[src/rtl/seg_scan_display.sv]
// -----------------------------------------------------------------------------
// seg_scan_display
//
// Multiplexed seven-segment display driver for common-anode, active-low
// hardware. Each digit of a packed hex value is scanned in turn. A
// prescaler sets how long each digit slot lasts. Digit 0 of every frame is
// rendered from the live inputs. At that same instant the inputs are
// captured into shadow registers, and the remaining digits of the frame are
// rendered from those shadows, so a frame is never torn.
//
// Parameters
//   DIGITS     number of digits scanned (1..16)
//   SCAN_DIV   clock cycles per digit slot (>=1)
//   BLINK_DIV  full frames per blink half-period (>=1)
//
// Ports
//   clk         system clock, rising edge
//   rst         synchronous active-high reset (has priority over en)
//   en          display enable; 0 blanks outputs and parks the scan state
//   data        hex value, nibble i drives digit i
//   dp_mask     bit i lights the decimal point of digit i
//   blank_lz    1 blanks digits above the most-significant nonzero nibble
//   blink_mask  bit i makes digit i blink
//   AN          digit enables, active-low, one-hot-low when lit
//   SEG         segments, active-low, {dp,g,f,e,d,c,b,a}
// -----------------------------------------------------------------------------
module seg_scan_display #(
    parameter int DIGITS    = 8,
    parameter int SCAN_DIV  = 100000,
    parameter int BLINK_DIV = 64
) (
    input  logic                  clk,
    input  logic                  rst,
    input  logic                  en,
    input  logic [4*DIGITS-1:0]   data,
    input  logic [DIGITS-1:0]     dp_mask,
    input  logic                  blank_lz,
    input  logic [DIGITS-1:0]     blink_mask,
    output logic [DIGITS-1:0]     AN,
    output logic [7:0]            SEG
);

    localparam int PW = (SCAN_DIV  > 1) ? $clog2(SCAN_DIV)  : 1;
    localparam int CW = (DIGITS    > 1) ? $clog2(DIGITS)    : 1;
    localparam int FW = (BLINK_DIV > 1) ? $clog2(BLINK_DIV) : 1;

    // Glyph for one hex nibble, dp segment off.
    function automatic logic [7:0] hex_glyph(input logic [3:0] nib);
        logic [7:0] g;
        case (nib)
            4'h0: g = 8'hC0;
            4'h1: g = 8'hF9;
            4'h2: g = 8'hA4;
            4'h3: g = 8'hB0;
            4'h4: g = 8'h99;
            4'h5: g = 8'h92;
            4'h6: g = 8'h82;
            4'h7: g = 8'hF8;
            4'h8: g = 8'h80;
            4'h9: g = 8'h90;
            4'hA: g = 8'h88;
            4'hB: g = 8'h83;
            4'hC: g = 8'hC6;
            4'hD: g = 8'hA1;
            4'hE: g = 8'h86;
            default: g = 8'h8E;
        endcase
        return g;
    endfunction

    // Scan state
    logic [PW-1:0]         r_pcnt;
    logic [CW-1:0]         r_cur;
    logic [FW-1:0]         r_fcnt;
    logic                  r_started;   // at least one frame has begun since reset/enable
    logic                  r_bphase;

    // Frame snapshot
    logic [4*DIGITS-1:0]   r_sh_data;
    logic [DIGITS-1:0]     r_sh_dp;
    logic [DIGITS-1:0]     r_sh_blink;

    // Output registers
    logic [DIGITS-1:0]     r_an;
    logic [7:0]            r_seg;

    logic                  w_tick;
    logic                  w_cur_zero;
    logic                  w_frame_start;
    logic                  w_last;
    logic [4*DIGITS-1:0]   w_fr_data;
    logic [DIGITS-1:0]     w_fr_dp;
    logic [DIGITS-1:0]     w_fr_blink;
    logic [3:0]            w_nib;
    logic [CW-1:0]         w_msnz;
    logic                  w_blink_done;
    logic                  w_bphase_eff;
    logic                  w_blank;
    logic [7:0]            w_seg_lit;
    logic [DIGITS-1:0]     w_an_lit;

    assign w_tick        = (r_pcnt == PW'(SCAN_DIV - 1));
    assign w_cur_zero    = (r_cur == '0);
    assign w_frame_start = w_tick && w_cur_zero;
    assign w_last        = (r_cur == CW'(DIGITS - 1));

    // Digit 0 renders from the live inputs; later digits from the snapshot
    // that was taken on the same tick that rendered digit 0.
    assign w_fr_data  = w_cur_zero ? data       : r_sh_data;
    assign w_fr_dp    = w_cur_zero ? dp_mask    : r_sh_dp;
    assign w_fr_blink = w_cur_zero ? blink_mask : r_sh_blink;

    assign w_nib = w_fr_data[{r_cur, 2'b00} +: 4];

    // Index of the most-significant nonzero nibble; 0 when the value is zero,
    // which keeps digit 0 lit for an all-zero value.
    always_comb begin
        w_msnz = '0;
        for (int i = 1; i < DIGITS; i++) begin
            if (w_fr_data[4*i +: 4] != 4'h0) begin
                w_msnz = CW'(i);
            end
        end
    end

    // The frame-start tick that completes BLINK_DIV frames flips the phase,
    // and the digit rendered on that tick already sees the new phase.
    assign w_blink_done = r_started && (r_fcnt == FW'(BLINK_DIV - 1));
    assign w_bphase_eff = r_bphase ^ (w_frame_start && w_blink_done);

    assign w_blank   = (blank_lz && (r_cur > w_msnz)) ||
                       (w_fr_blink[r_cur] && w_bphase_eff);
    assign w_seg_lit = hex_glyph(w_nib) & {~w_fr_dp[r_cur], 7'h7F};
    assign w_an_lit  = ~(DIGITS'(1) << r_cur);

    always_ff @(posedge clk) begin
        if (rst) begin
            r_pcnt     <= '0;
            r_cur      <= '0;
            r_fcnt     <= '0;
            r_started  <= 1'b0;
            r_bphase   <= 1'b0;
            r_sh_data  <= '0;
            r_sh_dp    <= '0;
            r_sh_blink <= '0;
            r_an       <= '1;
            r_seg      <= 8'hFF;
        end else if (!en) begin
            r_pcnt     <= '0;
            r_cur      <= '0;
            r_fcnt     <= '0;
            r_started  <= 1'b0;
            r_bphase   <= 1'b0;
            r_an       <= '1;
            r_seg      <= 8'hFF;
        end else begin
            r_pcnt <= w_tick ? '0 : r_pcnt + 1'b1;
            if (w_tick) begin
                if (w_blank) begin
                    r_an  <= '1;
                    r_seg <= 8'hFF;
                end else begin
                    r_an  <= w_an_lit;
                    r_seg <= w_seg_lit;
                end
                r_cur <= w_last ? '0 : r_cur + 1'b1;
                if (w_cur_zero) begin
                    r_sh_data  <= data;
                    r_sh_dp    <= dp_mask;
                    r_sh_blink <= blink_mask;
                    // The first frame start only marks that scanning has begun;
                    // every later one closes a completed frame.
                    if (r_started) begin
                        r_fcnt   <= w_blink_done ? '0 : r_fcnt + 1'b1;
                        r_bphase <= w_bphase_eff;
                    end else begin
                        r_started <= 1'b1;
                    end
                end
            end
        end
    end

    assign AN  = r_an;
    assign SEG = r_seg;

endmodule

[config.mk]
export PLATFORM = sky130hd
export DESIGN_NAME = seg_scan_display
export DESIGN_NICKNAME = d
export VERILOG_FILES = /design/src/rtl/seg_scan_display.sv
export SDC_FILE = /design/constraint.sdc
export NUM_CORES = 1
export LEC_CHECK = 0
export CORE_ASPECT_RATIO = 2
export CORE_MARGIN = 3
export CORE_UTILIZATION = 38
export DETAILED_ROUTE_END_ITERATION = 16
export GPL_TIMING_DRIVEN = 0
export PLACE_DENSITY = 0.66
export SLEW_MARGIN = 20
export SYNTH_ARGS = -nofsm -noshare
export SYNTH_HDL_FRONTEND = slang
export SYNTH_SLANG_ARGS = --single-unit
[constraint.sdc]
create_clock -name clk -period 7.4 [get_ports clk]
set_input_delay 0.74 -clock clk [delete_from_list [all_inputs] [get_ports clk]]
set_output_delay 0.74 -clock clk [all_outputs]
set_load 0.01 [all_outputs]
==> results of run 1 <==
## synth_stat cells (10+ instances only)
master	instances	area, um^2
sky130_fd_sc_hd__xor2_1	13	114
sky130_fd_sc_hd__mux4_2	19	428
sky130_fd_sc_hd__buf_2	13	65.1
sky130_fd_sc_hd__nand2_1	127	477
sky130_fd_sc_hd__a21oi_1	66	330
sky130_fd_sc_hd__ha_1	17	213
sky130_fd_sc_hd__nor2_1	43	161
sky130_fd_sc_hd__and3_1	11	68.8
sky130_fd_sc_hd__clkbuf_1	17	63.8
sky130_fd_sc_hd__o21ai_0	10	50.1
sky130_fd_sc_hd__dfxtp_1	92	1840
sky130_fd_sc_hd__mux2i_1	10	100
## layer usage
metal	share of wire, %	up-vias	routed length, um
met2	56	129	7570
li1	-	2167	-
met5	0	-	0
met1	37	2108	4970
met4	4.0	0	545
met3	3.2	31	430
## kinds of logic (layout without fill, tap and decap cells)
| logic type | after synthesis | count (layout) | synth area share, % |
|---|---|---|---|
| XOR/XNOR | 16 | 16 | 2.87 |
| flip-flops | 92 | 92 | 37.7 |
| AND/OR/NAND/NOR | 243 | 243 | 23.5 |
| buffers and inverters | 42 | 124 | 4.38 |
| AO/OA/AOI/OAI | 122 | 122 | 16.2 |
| multiplexers | 30 | 30 | 11.0 |
| adder cells (fa/ha/maj) | 17 | 17 | 4.35 |
## sequential cells by signal, summed over array words and instances, names as in the netlist, 3 cells and up
signal / flops
r_pcnt: 17
AN: 8
r_fcnt: 6
r_sh_data: 32
r_sh_blink: 8
r_sh_dp: 8
SEG: 8
r_cur: 3
## placed cells by master, fill, tap and decap left out, drive strengths merged, types with 4 or more instances in the layout
cell / Yosys / layout
nand2b: 4 / 4
nand2: 128 / 128
nand3: 9 / 9
ha: 17 / 17
mux2i: 10 / 10
o21ai: 15 / 15
inv: 7 / 8
nand4: 6 / 6
or4: 5 / 5
buf: 18 / 18
xor2: 13 / 13
clkbuf: 17 / 27
clkdlybuf4s50: 0 / 67
or3: 5 / 5
a21oi: 68 / 68
nor4: 10 / 10
dfxtp: 92 / 92
nor3: 6 / 6
nor2b: 4 / 4
a211oi: 4 / 4
nor2: 43 / 43
mux4: 19 / 19
and3: 11 / 11
## where the power goes
| group | total, mW | switching [mW] | internal [mW] |
|---|---|---|---|
| clock network | 0.465 | 0.195 | 0.270 |
| logic | 0.0726 | 0.0338 | 0.0388 |
| registers | 0.496 | 0.000481 | 0.495 |
## tightest hold or removal path, stage by stage, from the launching register on
cell	delay, ps
sky130_fd_sc_hd__dfxtp_1	310
sky130_fd_sc_hd__nand2_1	50
sky130_fd_sc_hd__a21oi_1	50
## path summary, 6_finish.rpt
check                           cells past startpoint          to  slack [ps]       start
worst min register to register                      2  r_sh_dp[1]         460  r_sh_dp[1]
worst max register to register                     20      SEG[0]        2450    r_cur[1]
worst max-delay path                               20      SEG[0]        2450    r_cur[1]
worst min-delay path                                2  r_sh_dp[1]         460  r_sh_dp[1]
## metrics by stage
| stage | power (mW) | setup WS [ps] | hold WS, ps | cells |
|---|---|---|---|---|
| 3_5_place_dp | 0.579 | 2560 | 447 | 779 |
| 3_3_place_gp | 0.578 | 2660 | 438 | 779 |
| 2_1_floorplan | 0.536 | 3590 | 430 | 562 |
| 4_1_cts | 1.04 | 2470 | 456 | 794 |
| 5_1_grt | 1.07 | 2260 | 470 | 794 |
| 6_report | 1.03 | 2450 | 455 | 794 |
## layout make-up
| cell class | instances | area share [%] |
|---|---|---|
| Multi-Input combinational cell | 428 | 46.8 |
| Sequential cell | 92 | 30.5 |
| Timing Repair Buffer | 67 | 11.1 |
| Clock buffer | 10 | 3.95 |
| Tap cell | 150 | 3.10 |
| Buffer | 35 | 3.06 |
| Clock inverter | 5 | 1.01 |
| Inverter | 7 | 0.476 |
==> impl_results.md, run 1 <==
- Overall die area: 0.0143 mm^2
- Final TNS setup: 0 ps
- First-iteration detailed-routing DRC count: 214
- Number of global-route vias before repair: 4447
- Inserted Clock Buffers: 9
- Data arrival, critical path: 5200 ps
- Maximum number of pins on one net before global-route repair: 16
- Footprint of the multi-input gates: 0.00283 mm^2
- Clock Latency Late Sink: 350 ps
- Fin. max-slew vios: 0
- Die X-Extent: 86.2 um
- Final Hold Violating Endpoints: 0
- Max H-tree Level: 3
- Leakage power: around 2.1 nW
- Post CTS Setup Buffer Count: 0
- Final non-filler cell area: 0.00605 mm^2
- Worst-path cell with the longest stage delay: sky130_fd_sc_hd__dfxtp_1
- CTS clock-pin slew for the worst setup and hold paths: 60 ps
- Proportion of synthesized flip-flops having asynchronous set or reset: 0%
- Buffer cell driving the clock tree root: sky130_fd_sc_hd__clkbuf_16
- Via/cell ratio: 5.59
- N_diodes: 0
- Global-route met1 utilization: 19.5%
- Most Used Layer, Global Route: met2
- Cell-by-cell trace of the critical path: buf_2 -> buf_2 -> inv_1 -> ha_1 -> nor2b_1 -> buf_2 -> buf_2 -> buf_2 -> o41ai_1 -> o21ai_0 -> a21bo_1 -> a221oi_1 -> o21ai_1 -> ha_1 -> a31oi_1 -> a21oi_1 -> a22o_4 -> buf_8 -> and4_1 -> a211oi_1
- Maximum fanout along the worst path: 10
- Count of buffers inserted at the top-level ports: 67
- Layout cell share with drive strength beyond 1: 11.2%
- Total global routing overflow: 0
- Met2 Track Usage GR: a little over a third
- Synthesized area: about 0.0049 mm^2
- Clock tree from TritonCTS: done
- Nature of the critical path endpoint: flop
- Critical path start-end classification: flop to flop
- Sinks on Clock Net: slightly above 90
- Final wirelength: 13.5 mm
- Final cell utilization of the core: 48.2%
- Initial antenna violation count: 0
- CP top delay family: compound AO/OA/AOI/OAI gates
- Global-route wire length before repair: 21.9 mm
- DRC: 0
- Area of placed instances: 0.00575 mm^2
- Filler Cells Inserted: 1228
- Result of the run: finished, final reports clean
- Commonest register cell after synthesis: sky130_fd_sc_hd__dfxtp_1
- Die Ht: 166 um
- Worst min-delay path class: flop to flop
- PostCTS Resize Cnt: 0
- Share of the yosys chip area belonging to registers: 37.7%
- CORE AREA: 0.0126 mm^2
- CTS Buffer Depth: 2
- Final clock period utilization by the worst path: 66.9%
- Minimum clock period after layout: 4950 ps
- Number of flops mapped to enable cells by yosys: 0
- Required time reported for the critical path endpoint: between 7000 and 8000 ps
- FP Rows: 58
- Avg Inst Size Synth: 8.70 um^2
- DRT antenna net count: 0
- Slew at the pin closest to its max-slew limit: 587 ps
- Critical Path Max Stage Delay: about 420 ps
- Setup skew after layout: around 8.3 ps
- Upper clock frequency limit: around 200 MHz
- Slew HR: 59.7%
- GRT Total Usage: 19.2%
- CP bufs+invs: 7
- Hold Buf Count CTS: 0
- Detail-routed net length per standard cell: 17.0 um
- Most prevalent standard cell on the critical path: sky130_fd_sc_hd__buf_2
- Number of synthesized register bits: a little over 90
- Gate count of the mapped netlist: 562
- I/O pin total: 68
- Number of library cell types mapped by synthesis: 68
- Gp weighted congestion: 0.894
- P per Cell Area: 171 mW/mm^2
- Max-capacitance violation count: 0
- RSZ-0062 raised after global routing: no
- IR Drop Worst-Case VDD: 117 uV
- Vias after detailed routing: 4435
- Final-report setup violation count: 0
- Synthesized netlist net count: 631
- Final HPWL DP: about 11 mm
- Initial core utilization: 38.9%
- Nets: a little over 700
- Yosys warning total: 0
- Router iterations before antenna repair: 5
- Crit path launch type: flop
- Sequential cell area in the final layout: 0.00184 mm^2
- Area overhead of the layout relative to synthesis: 23.7%
- Met3 Usage GRT: 2.83%
Power figures use the tool's default switching activity.
==> inputs of run 2 (changes only) <==
Clock period 7.4 ns to 4.6 ns, I/O delays scaled along.
==> impl_results.md, run 2 (same netlist as run 1, synthesis figures left out) <==
- Result of the run: finished, final reports clean
- Minimum clock period after layout: 4460 ps
- Detail-routed net length per standard cell: around 17 um
- IR Drop Worst-Case VDD: 180 uV
- First-iteration detailed-routing DRC count: 228
- Initial core utilization: between 30% and 40%
- Final-report setup violation count: 0
- Die X-Extent: ~86 um
- Startpoint of the tightest hold check path: r_sh_dp[2]
- Crit path launch type: flop
- Data arrival, critical path: 4710 ps
- Worst-case hold path end point: r_sh_dp[2]
- Maximum number of pins on one net before global-route repair: 16
- P per Cell Area: approximately 270 mW/mm^2
- Count of buffers inserted at the top-level ports: 67
- Leakage power: 2.14 nW
- Fin. max-slew vios: 0
- CP top delay family: compound AO/OA/AOI/OAI gates
- Cell-by-cell trace of the critical path: buf_4 -> buf_4 -> inv_1 -> ha_1 -> nor2b_1 -> buf_2 -> clkbuf_4 -> buf_2 -> o41ai_1 -> o21ai_1 -> a21bo_1 -> a221oi_2 -> o21ai_1 -> ha_1 -> a31oi_2 -> a21oi_1 -> a22o_4 -> buf_8 -> and4_1 -> a211oi_1
- Sinks on Clock Net: just over 90
- Final Hold Violating Endpoints: 0
- Critical path start-end classification: flop to flop
- Overall die area: ~0.014 mm^2
- Flop-to-flop setup slack: 140 ps
- N_diodes: 0
- Final cell utilization of the core: 48.3%
- Layout cell share with drive strength beyond 1: 11.6%
- Worst Hold Path Cells: 2
- Critical Path Max Stage Delay: 390 ps
- Buffer cell driving the clock tree root: sky130_fd_sc_hd__clkbuf_16
- Setup skew after layout: 9.31 ps
- Min setup slack post-route: around 140 ps
- Via/cell ratio: 5.52
- Worst slack, placed: -238 ps
- FP Rows: 58
- Required time reported for the critical path endpoint: between 4000 and 5000 ps
- Slew at the pin closest to its max-slew limit: between 500 and 600 ps
- Leading cell type in the layout, fill and taps excluded: sky130_fd_sc_hd__nand2_1
- Nets: 709
- Clock Latency Late Sink: approximately 350 ps
- Top library cells by usage in the layout, fill and taps aside: sky130_fd_sc_hd__nand2_1 (127), sky130_fd_sc_hd__dfxtp_1 (91), sky130_fd_sc_hd__clkdlybuf4s50_1 (67)
- Upper clock frequency limit: 224 MHz
- Final HPWL DP: 10.7 mm
- R2r worst-path depth: 20
- Vias after detailed routing: between 4000 and 5000
- Max reg flops: 32
- Total global routing overflow: 0
- Worst min-delay path class: flop to flop
- Router iterations before antenna repair: 4
- Gp weighted congestion: 0.894
- Final clock period utilization by the worst path: 96.8%
- Max H-tree Level: 3
- DRC: 0
- RSZ-0062 raised after global routing: no
- Hold Buf Count CTS: 0
- Global-route wire length before repair: roughly 22 mm
- Clock tree from TritonCTS: done
- I/O pin total: 68
- Register containing the most flip-flops in the final layout: r_sh_data
- CP bufs+invs: 7
- Slew HR: 59.1%
- Number of global-route vias before repair: 4449
- CTS clock-pin slew for the worst setup and hold paths: 60 ps
- Area overhead of the layout relative to synthesis: 24.1%
- Maximum fanout along the worst path: 10
- Beginning of the worst register-to-register path: r_cur[1]
- Die Ht: about 170 um
- Initial antenna violation count: 0
- GRT Total Usage: 19.2%
- CORE AREA: 0.0126 mm^2
- DRT antenna net count: 0
- Nature of the critical path endpoint: flop
- Final wirelength: approximately 13 mm
- Inserted Clock Buffers: 9
- Worst-path cell with the longest stage delay: sky130_fd_sc_hd__dfxtp_2
- Filler Cells Inserted: 1222
- Final TNS setup: 0 ps
- CTS Buffer Depth: 2
- Endpoint of the worst-slack reg-to-reg timing path: SEG[0]
- Largest registers: r_sh_data: 32 flops, r_pcnt: 17 flops
- Max-capacitance violation count: 0
## run 2: changes by cell type in the layout (fill, tap and decap cells not counted), moves of 2 or more
cell                      delta
sky130_fd_sc_hd__buf_2       -3
sky130_fd_sc_hd__o21ai_0     -2
sky130_fd_sc_hd__o21ai_1     +2
sky130_fd_sc_hd__buf_4       +2
## run 2: layout make-up
cell class	instances	area [um^2]	share of cell area (%)
multi-input cells	428	2840	46.9
flip-flops and latches	92	1840	30.4
repair buffers	67	671	11.1
clock buffers	10	239	3.94
plain buffers	35	193	3.18
well taps	150	188	3.09
clock inverters	5	61.3	1.01
inverters	7	28.8	0.474
## run 2: how the worst max path moves through the flow
stage	start	to	slack, ps	cells after the start
2_1_floorplan	r_cur[1]	SEG[0]	790	20
3_3_place_gp	r_cur[1]	SEG[0]	-140	20
3_5_place_dp	r_cur[1]	SEG[0]	-240	20
4_1_cts	r_cur[1]	SEG[0]	10	20
5_1_grt	r_cur[1]	SEG[0]	4	20
6_report	r_cur[1]	SEG[0]	140	20
## run 2: layer usage
metal	global-route usage (%)	routed length, um	share of wire, %
met4	10.0	597	4.4
met1	19.6	4990	37
met3	2.73	395	2.9
met2	36.2	7510	56
met5	0	0	0
## run 2: repair_timing
item,in CTS,in global routing
endpoints found under the setup margin,15,11
endpoints found under the hold margin,0,0
gates resized for setup,4,4
buffers inserted,0,0
## run 2: through the flow
stage | total power, mW | hold slack [ps] | std cells | area [um^2]
after global routing | 1.71 | 470 | 794 | 6070
after floorplan | 0.862 | 430 | 562 | 4890
after global placement | 0.929 | 438 | 779 | 5750
after detailed placement | 0.932 | 447 | 779 | 5750
after CTS | 1.67 | 456 | 794 | 6060
final | 1.66 | 456 | 794 | 6070
## run 2: worst reg2reg max path, stage by stage (launching register included)
cell,delay [ps]
sky130_fd_sc_hd__dfxtp_2,390
sky130_fd_sc_hd__buf_4,210
sky130_fd_sc_hd__buf_4,230
sky130_fd_sc_hd__inv_1,110
sky130_fd_sc_hd__ha_1,240
sky130_fd_sc_hd__nor2b_1,140
sky130_fd_sc_hd__buf_2,200
sky130_fd_sc_hd__clkbuf_4,240
sky130_fd_sc_hd__buf_2,230
sky130_fd_sc_hd__o41ai_1,90
sky130_fd_sc_hd__o21ai_1,150
sky130_fd_sc_hd__a21bo_1,240
sky130_fd_sc_hd__a221oi_2,270
sky130_fd_sc_hd__o21ai_1,100
sky130_fd_sc_hd__ha_1,290
sky130_fd_sc_hd__a31oi_2,280
sky130_fd_sc_hd__a21oi_1,150
sky130_fd_sc_hd__a22o_4,280
sky130_fd_sc_hd__buf_8,140
sky130_fd_sc_hd__and4_1,150
sky130_fd_sc_hd__a211oi_1,230
## run 2: where the power goes
group | switching (mW) | total, mW | internal, mW
Sequential | 0.000773 | 0.798 | 0.797
Clock | 0.314 | 0.749 | 0.435
Combinational | 0.0545 | 0.117 | 0.0626
Total | 0.369 | 1.66 | 1.29
